--- config.mk ---
export PLATFORM = sky130hd
export DESIGN_NAME = cpu_fetch_queue
export DESIGN_NICKNAME = d
export VERILOG_FILES = /design/src/rtl/cpu_fetch_queue.sv
export SDC_FILE = /design/constraint.sdc
export NUM_CORES = 1
export LEC_CHECK = 0
export CORE_ASPECT_RATIO = 0.75
export CORE_MARGIN = 4
export CORE_UTILIZATION = 39
export DETAILED_ROUTE_END_ITERATION = 10
export PLACE_DENSITY_LB_ADDON = 0.3
export SKIP_CTS_REPAIR_TIMING = 1
export SYNTH_ARGS = -nofsm -noshare
export SYNTH_HDL_FRONTEND = slang
export SYNTH_SLANG_ARGS = --single-unit
--- constraint.sdc ---
create_clock -name i_clock -period 6.4 [get_ports i_clock]
set_input_delay 1.28 -clock i_clock [delete_from_list [all_inputs] [get_ports i_clock]]
set_output_delay 1.28 -clock i_clock [all_outputs]
set_load 0.02 [all_outputs]
--- src/rtl/cpu_fetch_queue.sv ---
// cpu_fetch_queue
//   Instruction fetch stage feeding pre-decode. Reads words at a sequential
//   PC, one outstanding read at a time. Each returned word is buffered with
//   its PC in a DEPTH-entry FIFO. Records are handed downstream one at a time
//   on o_data, and a tag increment marks each new record. A redirect flushes
//   the FIFO and drops any read still in flight.
//
// Ports
//   i_clock, i_reset      rising-edge clock, synchronous active-high reset
//   o_bus_request         read request, held until i_bus_ready
//   o_bus_address         word address of the current request
//   i_bus_ready           read completes this cycle, i_bus_rdata valid
//   i_bus_rdata           returned instruction word
//   i_jump, i_jump_pc     redirect pulse and target
//   i_stall               downstream refuses a new record this cycle
//   o_data                current record (tag, pc, instruction)
//
// state    | meaning
// IDLE     | no read outstanding; issue one when the FIFO has space
// REQUEST  | read outstanding; returned word will be pushed
// DISCARD  | read outstanding but redirected; returned word is dropped

package cpu_fetch_pkg;
    typedef struct packed {
        logic [7:0]  tag;
        logic [31:0] pc;
        logic [31:0] instruction;
        logic        access_fault;
    } fetch_data_t;
endpackage

module cpu_fetch_queue
    import cpu_fetch_pkg::*;
#(
    parameter int unsigned DEPTH    = 4,
    parameter logic [31:0] RESET_PC = 32'h0000_0000
) (
    input  logic        i_clock,
    input  logic        i_reset,
    output logic        o_bus_request,
    input  logic        i_bus_ready,
    output logic [31:0] o_bus_address,
    input  logic [31:0] i_bus_rdata,
    input  logic        i_jump,
    input  logic [31:0] i_jump_pc,
    input  logic        i_stall,
    output fetch_data_t o_data
);

    localparam int PW = $clog2(DEPTH);
    localparam int CW = PW + 1;

    typedef enum logic [1:0] {
        IDLE    = 2'd0,
        REQUEST = 2'd1,
        DISCARD = 2'd2
    } state_t;

    state_t      state_q, state_d;
    logic [31:0] pc_q, pc_d;
    logic        req_q, req_d;
    logic [31:0] addr_q, addr_d;
    logic [PW-1:0] wr_ptr_q, wr_ptr_d;
    logic [PW-1:0] rd_ptr_q, rd_ptr_d;
    logic [CW-1:0] count_q, count_d;
    fetch_data_t data_q, data_d;

    logic [31:0] mem_pc_q    [DEPTH];
    logic [31:0] mem_instr_q [DEPTH];

    logic push;
    logic pop;

    always_comb begin
        state_d = state_q;
        pc_d    = pc_q;
        req_d   = req_q;
        addr_d  = addr_q;
        push    = 1'b0;

        case (state_q)
            IDLE: begin
                if (!i_jump && (count_q < CW'(DEPTH))) begin
                    req_d   = 1'b1;
                    addr_d  = pc_q;
                    state_d = REQUEST;
                end
            end
            REQUEST: begin
                if (i_bus_ready) begin
                    req_d   = 1'b0;
                    state_d = IDLE;
                    if (!i_jump) begin
                        push = 1'b1;
                        pc_d = pc_q + 32'd4;
                    end
                end else if (i_jump) begin
                    // Bus still owes us a word for the old address; keep the
                    // request stable and swallow the reply later.
                    state_d = DISCARD;
                end
            end
            DISCARD: begin
                if (i_bus_ready) begin
                    req_d   = 1'b0;
                    state_d = IDLE;
                end
            end
            default: begin
                req_d   = 1'b0;
                state_d = IDLE;
            end
        endcase

        if (i_jump) begin
            pc_d = i_jump_pc & 32'hFFFF_FFFC;
        end
    end

    // Flush wins over push and pop, so a redirect never emits a stale record.
    assign pop = !i_stall && (count_q != '0) && !i_jump;

    always_comb begin
        wr_ptr_d = wr_ptr_q;
        rd_ptr_d = rd_ptr_q;
        count_d  = count_q;
        data_d   = data_q;

        if (i_jump) begin
            wr_ptr_d = '0;
            rd_ptr_d = '0;
            count_d  = '0;
        end else begin
            if (push) begin
                wr_ptr_d = wr_ptr_q + PW'(1);
            end
            if (pop) begin
                rd_ptr_d = rd_ptr_q + PW'(1);
            end
            case ({push, pop})
                2'b10:   count_d = count_q + CW'(1);
                2'b01:   count_d = count_q - CW'(1);
                default: count_d = count_q;
            endcase
        end

        if (pop) begin
            data_d.tag         = data_q.tag + 8'd1;
            data_d.pc          = mem_pc_q[rd_ptr_q];
            data_d.instruction = mem_instr_q[rd_ptr_q];
            data_d.access_fault = 1'b0;
        end
    end

    always_ff @(posedge i_clock) begin
        if (i_reset) begin
            state_q  <= IDLE;
            pc_q     <= RESET_PC;
            req_q    <= 1'b0;
            addr_q   <= 32'd0;
            wr_ptr_q <= '0;
            rd_ptr_q <= '0;
            count_q  <= '0;
            data_q   <= '0;
        end else begin
            state_q  <= state_d;
            pc_q     <= pc_d;
            req_q    <= req_d;
            addr_q   <= addr_d;
            wr_ptr_q <= wr_ptr_d;
            rd_ptr_q <= rd_ptr_d;
            count_q  <= count_d;
            data_q   <= data_d;
        end
    end

    // Storage needs no reset; count gates every read of it.
    always_ff @(posedge i_clock) begin
        if (push) begin
            mem_pc_q[wr_ptr_q]    <= pc_q;
            mem_instr_q[wr_ptr_q] <= i_bus_rdata;
        end
    end

    assign o_bus_request = req_q;
    assign o_bus_address = addr_q;
    assign o_data        = data_q;

endmodule

; ---- Word level (Yosys, flattened, before mapping)
; Memory sizes are Yosys's and may differ from the RTL's. A register that Yosys moved wholly into a read port is not among the register bits.
; Index checks and enable logic that the tools add are counted.
; W data, S select, Z words.
[totals]
regBits = 82
n_memories = 2
ram_bits = 256
out_inout_bits = 106
[mem_list]
columns = memory, words, width, read_ports, rd_ports_with_merged_regs, wr, line
row1 = mem_instr_q, 4, 32, 1, 1, 1, 69  ; logic [31:0] mem_instr_q [DEPTH];
row2 = mem_pc_q, 4, 32, 1, 1, 1, 68  ; logic [31:0] mem_pc_q [DEPTH];
[classes]
mux = 17
eq_ne = 8
add_sub_neg = 6
n_lt_le_gt_ge = 1
n_reduce_logical = 17
[ops]
columns = cell, count
row1 = $mux W32, 3
row2 = $add A32 B3 Y32 const B, 1
row3 = $add A8 B1 Y8 const B, 1
row4 = $mux W2, 4
row5 = $reduce_and A2 Y1, 4
row6 = $mux W1, 7
row7 = $pmux W2 S3, 1
row8 = $pmux W3 S2, 1
row9 = $reduce_bool A2 Y1, 3
row10 = $add A2 B1 Y2 const B, 2
row11 = $eq A2 B1 Y1 const B, 2
row12 = $eq A2 B2 Y1 const B, 2
row13 = $ne A2 B2 Y1 const B, 2
row14 = $reduce_or A2 Y1, 2
row15 = $add A3 B1 Y3 const B, 1
row16 = $logic_and A1 B1 Y1, 3
row17 = $lt A3 B3 Y1 const B, 1
row18 = $ne A3 B3 Y1 const B, 1
row19 = $reduce_and A3 Y1, 1
row20 = $reduce_bool A3 Y1, 1
row21 = $sub A3 B1 Y3 const B, 1
row22 = $logic_not A1 Y1, 2
row23 = $logic_not A2 Y1, 1
row24 = $ne A2 B1 Y1 const B, 1
row25 = $pmux W1 S2, 1

; ---- Longest topological paths before layout
[depth]
ltp_word = 5
depth_mapped = 12
mapped_depth_nobuf = 11

; ---- Worst setup path after synthesis
; OpenSTA, ideal clock, no wires.
[synth_timing]
path_type = input to register
from = input port i_jump
to = memory mem_instr_q[0][0] (enable)
setup_slack_ps = 2579
cell_stages = 4
n_path_buf = 2
setup_time_ps = 426
arrival_ps = 3395
path_cell_list = clkbuf_1 -> buf_1 -> nor2_1 -> and2_1
[synth_between]
elab_chain_len = 5
[synth_lines]
columns = item, line
row1 = "start, declared", 44  ; input logic i_jump,
row2 = $mux W1, 93  ; if (!i_jump) begin
row3 = $mux W1, 90  ; if (i_bus_ready) begin
row4 = $mux W1, 81  ; case (state_q)
row5 = $mux W1, 179  ; if (push) begin
row6 = $mux W1 (implied by the code), 181  ; mem_instr_q[wr_ptr_q] <= i_bus_rdata;
row7 = "end, declared", 69
; Every way passes these cells.

; ---- Worst setup path in the final report
[layout_timing]
from = input port i_jump
to = register data_q, in the netlist o_data[69]
[layout_between]
elab_chain_len = 2
[layout_lines]
columns = item, line
row1 = $logic_not A1 Y1, 121  ; assign pop = !i_stall && (count_q != '0) && !i_jump;
row2 = $logic_and A1 B1 Y1, 121
row3 = "end signal, assigned", 173  ; data_q <= data_d;
row4 = "end, declared", 66  ; fetch_data_t data_q, data_d;
; Every way passes these cells.
; A chain may end at the register's enable or synchronous reset.

==> impl_results.html <==
<table>
<tr><th>Metric</th><th>Value</th></tr>
<tr><th colspan="2">Outcome</th></tr>
<tr><td>Outcome</td><td>finished, final reports clean</td></tr>
<tr><th colspan="2">Global routing</th></tr>
<tr><td>Number of antenna violations at the first check in global routing</td><td>0</td></tr>
<tr><td>Wire length of the first global-routing pass</td><td>53,700 um</td></tr>
<tr><td>Overall Global Routing Usage</td><td>0.169</td></tr>
<tr><td>Total congestion overflow after global routing</td><td>0</td></tr>
<tr><td>Maximum number of pins on one net before global-route repair</td><td>92</td></tr>
<tr><td>Vias in the first global route</td><td>9,030</td></tr>
<tr><th colspan="2">Clock network</th></tr>
<tr><td>Total number of clock tree sinks</td><td>388</td></tr>
<tr><td>Max Buffers Root-to-Sink</td><td>3</td></tr>
<tr><td>Number of H-tree levels</td><td>2</td></tr>
<tr><td>Clock transition time at the flip-flop clock pins of the worst setup and hold paths</td><td>60 ps</td></tr>
<tr><td>Worst skew pair latency</td><td>530 ps</td></tr>
<tr><td>Clock tree root buffer cell</td><td>sky130_fd_sc_hd__clkbuf_16</td></tr>
<tr><td>CTS Buf Count</td><td>40</td></tr>
<tr><td>TritonCTS clock tree</td><td>built</td></tr>
<tr><th colspan="2">Job</th></tr>
<tr><td>Number of maximum-capacitance constraint violations</td><td>0</td></tr>
<tr><th colspan="2">Final layout</th></tr>
<tr><td>Post-route insts no fill</td><td>1,749</td></tr>
<tr><td>Layout Cell Area excl Fill</td><td>18,100 sq um</td></tr>
<tr><td>Net count, final</td><td>1,295</td></tr>
<tr><td>Layout-stage area growth over the synthesis result</td><td>22.6%</td></tr>
<tr><td>Layout cells sized above 1</td><td>0.116</td></tr>
<tr><td>Diode insertion count for antenna repair</td><td>0</td></tr>
<tr><th colspan="2">Setup path</th></tr>
<tr><td>Maximum fanout encountered on the critical timing path</td><td>66</td></tr>
<tr><td>Critical Path Start Type</td><td>input pin</td></tr>
<tr><td>Type of the setup path with the least slack</td><td>input pin to register</td></tr>
<tr><td>Critical path destination</td><td>o_data[69]</td></tr>
<tr><td>Slowest cell on the critical path</td><td>sky130_fd_sc_hd__buf_4</td></tr>
<tr><td>Critical path startpoint</td><td>i_jump</td></tr>
<tr><td>Endpoint required time on the critical path</td><td>6810 ps</td></tr>
<tr><td>Critical path endpoint category</td><td>register</td></tr>
<tr><td>Crit path cell chain</td><td>clkdlybuf4s50_1 &gt; buf_4 &gt; nor2_1 &gt; nand2_4 &gt; inv_2 &gt; buf_4 &gt; nand4_1 &gt; mux2_2</td></tr>
<tr><td>Worst reg2reg path endpoint</td><td>o_data[69]</td></tr>
<tr><td>Crit path largest cell delay</td><td>730 ps</td></tr>
<tr><td>Reg2Reg Launch Point</td><td>count_q[2]</td></tr>
<tr><td>Most common cell type on the critical path</td><td>sky130_fd_sc_hd__buf_4</td></tr>
<tr><td>Depth of the worst register-to-register path</td><td>6</td></tr>
<tr><td>Data arrival time of the critical path</td><td>4230 ps</td></tr>
<tr><td>Worst R2R Setup Slack</td><td>3640 ps</td></tr>
<tr><th colspan="2">Placement</th></tr>
<tr><td>Number of placed cells counting well taps</td><td>1,677</td></tr>
<tr><td>Worst-case setup slack after placement</td><td>1950 ps</td></tr>
<tr><td>Half-perimeter wire length after detailed placement</td><td>20,000 um</td></tr>
<tr><td>Total of buffers placed on input and output ports</td><td>167</td></tr>
<tr><td>Weighted congestion at the end of routability-driven global placement</td><td>0.746</td></tr>
<tr><td>Total cell area at the placement stage</td><td>16,900 sq um</td></tr>
<tr><th colspan="2">Timing</th></tr>
<tr><td>TNS Setup</td><td>0 ps</td></tr>
<tr><td>Remaining max-slew budget at the tightest pin</td><td>0.269</td></tr>
<tr><td>Post-route minimum period</td><td>3820 ps</td></tr>
<tr><td>Count of endpoints failing setup in the final report</td><td>0</td></tr>
<tr><td>Setup ws final</td><td>2580 ps</td></tr>
<tr><td>Hold violation total from the final report</td><td>0</td></tr>
<tr><td>Transition time at the pin with the least slew margin</td><td>1100 ps</td></tr>
<tr><td>Final number of max-transition violations</td><td>0</td></tr>
<tr><td>Maximum clock rate</td><td>262 MHz</td></tr>
<tr><td>Final worst clock skew</td><td>11.7 ps</td></tr>
<tr><td>Final period util</td><td>0.596</td></tr>
<tr><td>RSZ-0062 raised after global routing</td><td>no</td></tr>
<tr><th colspan="2">Synth</th></tr>
<tr><td>Distinct cell type count of the synthesized netlist</td><td>50</td></tr>
<tr><td>Fraction of the yosys area taken by sequential cells</td><td>0.694</td></tr>
<tr><td>Fraction of the mapped netlist area in compound gates</td><td>0.0636</td></tr>
<tr><td>Area of the mapped netlist</td><td>14,800 sq um</td></tr>
<tr><td>Cell types with the largest area share after synthesis</td><td>sky130_fd_sc_hd__edfxtp_1 (50%), sky130_fd_sc_hd__dfxtp_1 (19%), sky130_fd_sc_hd__mux4_2 (9.5%), sky130_fd_sc_hd__nand2_1 (5.3%), sky130_fd_sc_hd__a21oi_1 (3.6%)</td></tr>
<tr><td>Combinational family with the most area after synthesis</td><td>simple AND/OR/NAND/NOR gates</td></tr>
<tr><td>Cell type with the largest total area after synthesis</td><td>sky130_fd_sc_hd__edfxtp_1</td></tr>
<tr><td>Warnings from Yosys</td><td>0</td></tr>
<tr><td>Share of the synthesized area in the top cell type</td><td>0.504</td></tr>
<tr><td>Count of flip-flops with a built-in enable after synthesis</td><td>248</td></tr>
<tr><td>Area share of and/or/nand/nor cells after synthesis</td><td>0.0983</td></tr>
<tr><td>Async SR Flop Fraction</td><td>0</td></tr>
<tr><td>Avg Cell Area, Syn</td><td>13.9 sq um</td></tr>
<tr><td>Adder-cell share of the synthesized area</td><td>0.00983</td></tr>
<tr><td>Post-synth top flop</td><td>sky130_fd_sc_hd__edfxtp_1</td></tr>
<tr><td>Gate Count Post-Synth</td><td>1,062</td></tr>
<tr><td>Post-synthesis register bit count</td><td>388</td></tr>
<tr><td>Portion of netlist area occupied by mux cells</td><td>0.0961</td></tr>
<tr><td>Post-synthesis xor/xnor area fraction</td><td>0.0119</td></tr>
<tr><th colspan="2">Floorplan</th></tr>
<tr><td>Initial core utilization</td><td>0.396</td></tr>
<tr><td>Die Outline Area</td><td>41,100 sq um</td></tr>
<tr><td>Number of top-level design ports</td><td>175</td></tr>
<tr><td>Core area</td><td>37,200 sq um</td></tr>
<tr><td>Width of the chip</td><td>233 um</td></tr>
<tr><td>Number of standard-cell rows in the floorplan</td><td>61</td></tr>
<tr><td>Die Y-Extent</td><td>177 um</td></tr>
<tr><th colspan="2">Detailed routing</th></tr>
<tr><td>DRT Pass-1 Iters</td><td>5</td></tr>
<tr><td>Drc violations</td><td>0</td></tr>
<tr><td>DRC violation total after the first TritonRoute iteration</td><td>568</td></tr>
<tr><td>Detail-routed net length per standard cell</td><td>20.0 um</td></tr>
<tr><td>Detailed Route WL</td><td>34,900 um</td></tr>
<tr><td>Vias/cell</td><td>5.20</td></tr>
<tr><td>Vias after detailed routing</td><td>9,087</td></tr>
<tr><td>Number of routed nets with antenna violations</td><td>0</td></tr>
<tr><th colspan="2">Power and ir drop</th></tr>
<tr><td>Power density over cell area</td><td>285 nW/um^2</td></tr>
<tr><td>Leakage power summed over all cells</td><td>5.67 nW</td></tr>
<tr><td>Maximum vdd ir drop</td><td>0.140 mV</td></tr>
<tr><th colspan="2">Hold path</th></tr>
<tr><td>Hold WC Path Type</td><td>register to register</td></tr>
</table>
per-layer routing:
layer / routed length, um / part of all wire / track usage / vias to the layer above
met5: 0 / 0 / 0 / -
met4: 667 / 0.019 / 0.0418 / 0
met3: 2030 / 0.058 / 0.0337 / 42
met2: 16300 / 0.47 / 0.267 / 218
met1: 15900 / 0.46 / 0.243 / 4594
li1: - / - / - / 4233
critical path, delay by kind of cell:
| family | cells | cell delay, ps |
|---|---|---|
| buf+inv | 4 | 1570 |
| mux | 1 | 300 |
| simple gates | 3 | 1040 |
synth_stat cells, types with 10 or more instances:
| master | instances |
|---|---|
| sky130_fd_sc_hd__nor3_1 | 10 |
| sky130_fd_sc_hd__a21oi_1 | 105 |
| sky130_fd_sc_hd__nand2_1 | 208 |
| sky130_fd_sc_hd__nand3_1 | 12 |
| sky130_fd_sc_hd__ha_1 | 10 |
| sky130_fd_sc_hd__mux4_2 | 62 |
| sky130_fd_sc_hd__edfxtp_1 | 248 |
| sky130_fd_sc_hd__a211oi_1 | 10 |
| sky130_fd_sc_hd__clkbuf_1 | 47 |
| sky130_fd_sc_hd__nor2_1 | 39 |
| sky130_fd_sc_hd__dfxtp_1 | 140 |
| sky130_fd_sc_hd__nand4_1 | 13 |
| sky130_fd_sc_hd__nor4_1 | 10 |
| sky130_fd_sc_hd__inv_1 | 24 |
| sky130_fd_sc_hd__o21ai_0 | 10 |
| sky130_fd_sc_hd__xnor2_1 | 16 |
flip-flops by register name, indices dropped and copies added, names as in the netlist:
name and cells:
o_data 70, state_q 2, mem_instr_q 128, wr_ptr_q 2, rd_ptr_q 2, o_bus_address 30
count_q 3, mem_pc_q 120, o_bus_request 1, pc_q 30
logic make-up after synthesis:
logic type / Yosys count
buffers and inverters: 93
adder cells (fa/ha/maj): 11
AO/OA/AOI/OAI: 157
multiplexers: 64
flip-flops: 388
other: 1
XOR/XNOR: 20
AND/OR/NAND/NOR: 328
per-stage QoR:
| step | hold WS [ps] | utilization | total power [W] |
|---|---|---|---|
| after floorplan | 455 | - | 0.00290 |
| after global routing | 472 | 0.486 | 0.00536 |
| after detailed placement | 447 | 0.453 | 0.00302 |
| final | 451 | 0.486 | 0.00515 |
| after global placement | 442 | 0.453 | 0.00301 |
| after CTS | 455 | 0.486 | 0.00521 |
where the power goes:
| group | switching [W] | total [W] | internal (W) |
|---|---|---|---|
| Combinational | 0.000119 | 0.000213 | 0.0000943 |
| Clock | 0.000947 | 0.00220 | 0.00125 |
| Sequential | 0.0000462 | 0.00275 | 0.00270 |
| Total | 0.00111 | 0.00515 | 0.00404 |
worst min path at each step:
| stage | start | endpoint | cells after the start |
|---|---|---|---|
| after floorplan | pc_q[13] | mem_pc_q[0][13] | 0 |
| after global placement | o_data[21] | o_data[21] | 2 |
| after detailed placement | o_data[3] | o_data[3] | 2 |
| after CTS | o_data[3] | o_data[3] | 2 |
| after global routing | o_data[37] | o_data[37] | 2 |
| final | o_data[8] | o_data[8] | 2 |
area by class of cell:
cell class,count,area (sq um)
multi-input combinational,585,4170
fill,3386,19100
clock inverter,16,116
timing repair buffer,175,1730
tap,504,631
inverter,25,93.8
clock buffer,56,1100
sequential,388,10300
layout by cell type (no fill, tap or decap), types with 6 or more instances in the layout:
cell type and n:
sky130_fd_sc_hd__a211oi_1 10, sky130_fd_sc_hd__buf_4 9, sky130_fd_sc_hd__xnor2_1 16, sky130_fd_sc_hd__inv_1 23, sky130_fd_sc_hd__nor2_1 39, sky130_fd_sc_hd__o21ai_0 10, sky130_fd_sc_hd__a311oi_1 8, sky130_fd_sc_hd__nand2_1 207
sky130_fd_sc_hd__nor4_1 10, sky130_fd_sc_hd__or3_1 6, sky130_fd_sc_hd__ha_1 10, sky130_fd_sc_hd__clkbuf_16 41, sky130_fd_sc_hd__nand4_1 13, sky130_fd_sc_hd__clkdlybuf4s50_1 166, sky130_fd_sc_hd__clkinv_2 6, sky130_fd_sc_hd__a21oi_1 105
sky130_fd_sc_hd__edfxtp_1 248, sky130_fd_sc_hd__nor3_1 9, sky130_fd_sc_hd__clkbuf_1 13, sky130_fd_sc_hd__mux4_2 62, sky130_fd_sc_hd__dfxtp_1 138, sky130_fd_sc_hd__nand3_1 12
(Power assumes the default switching activity.)
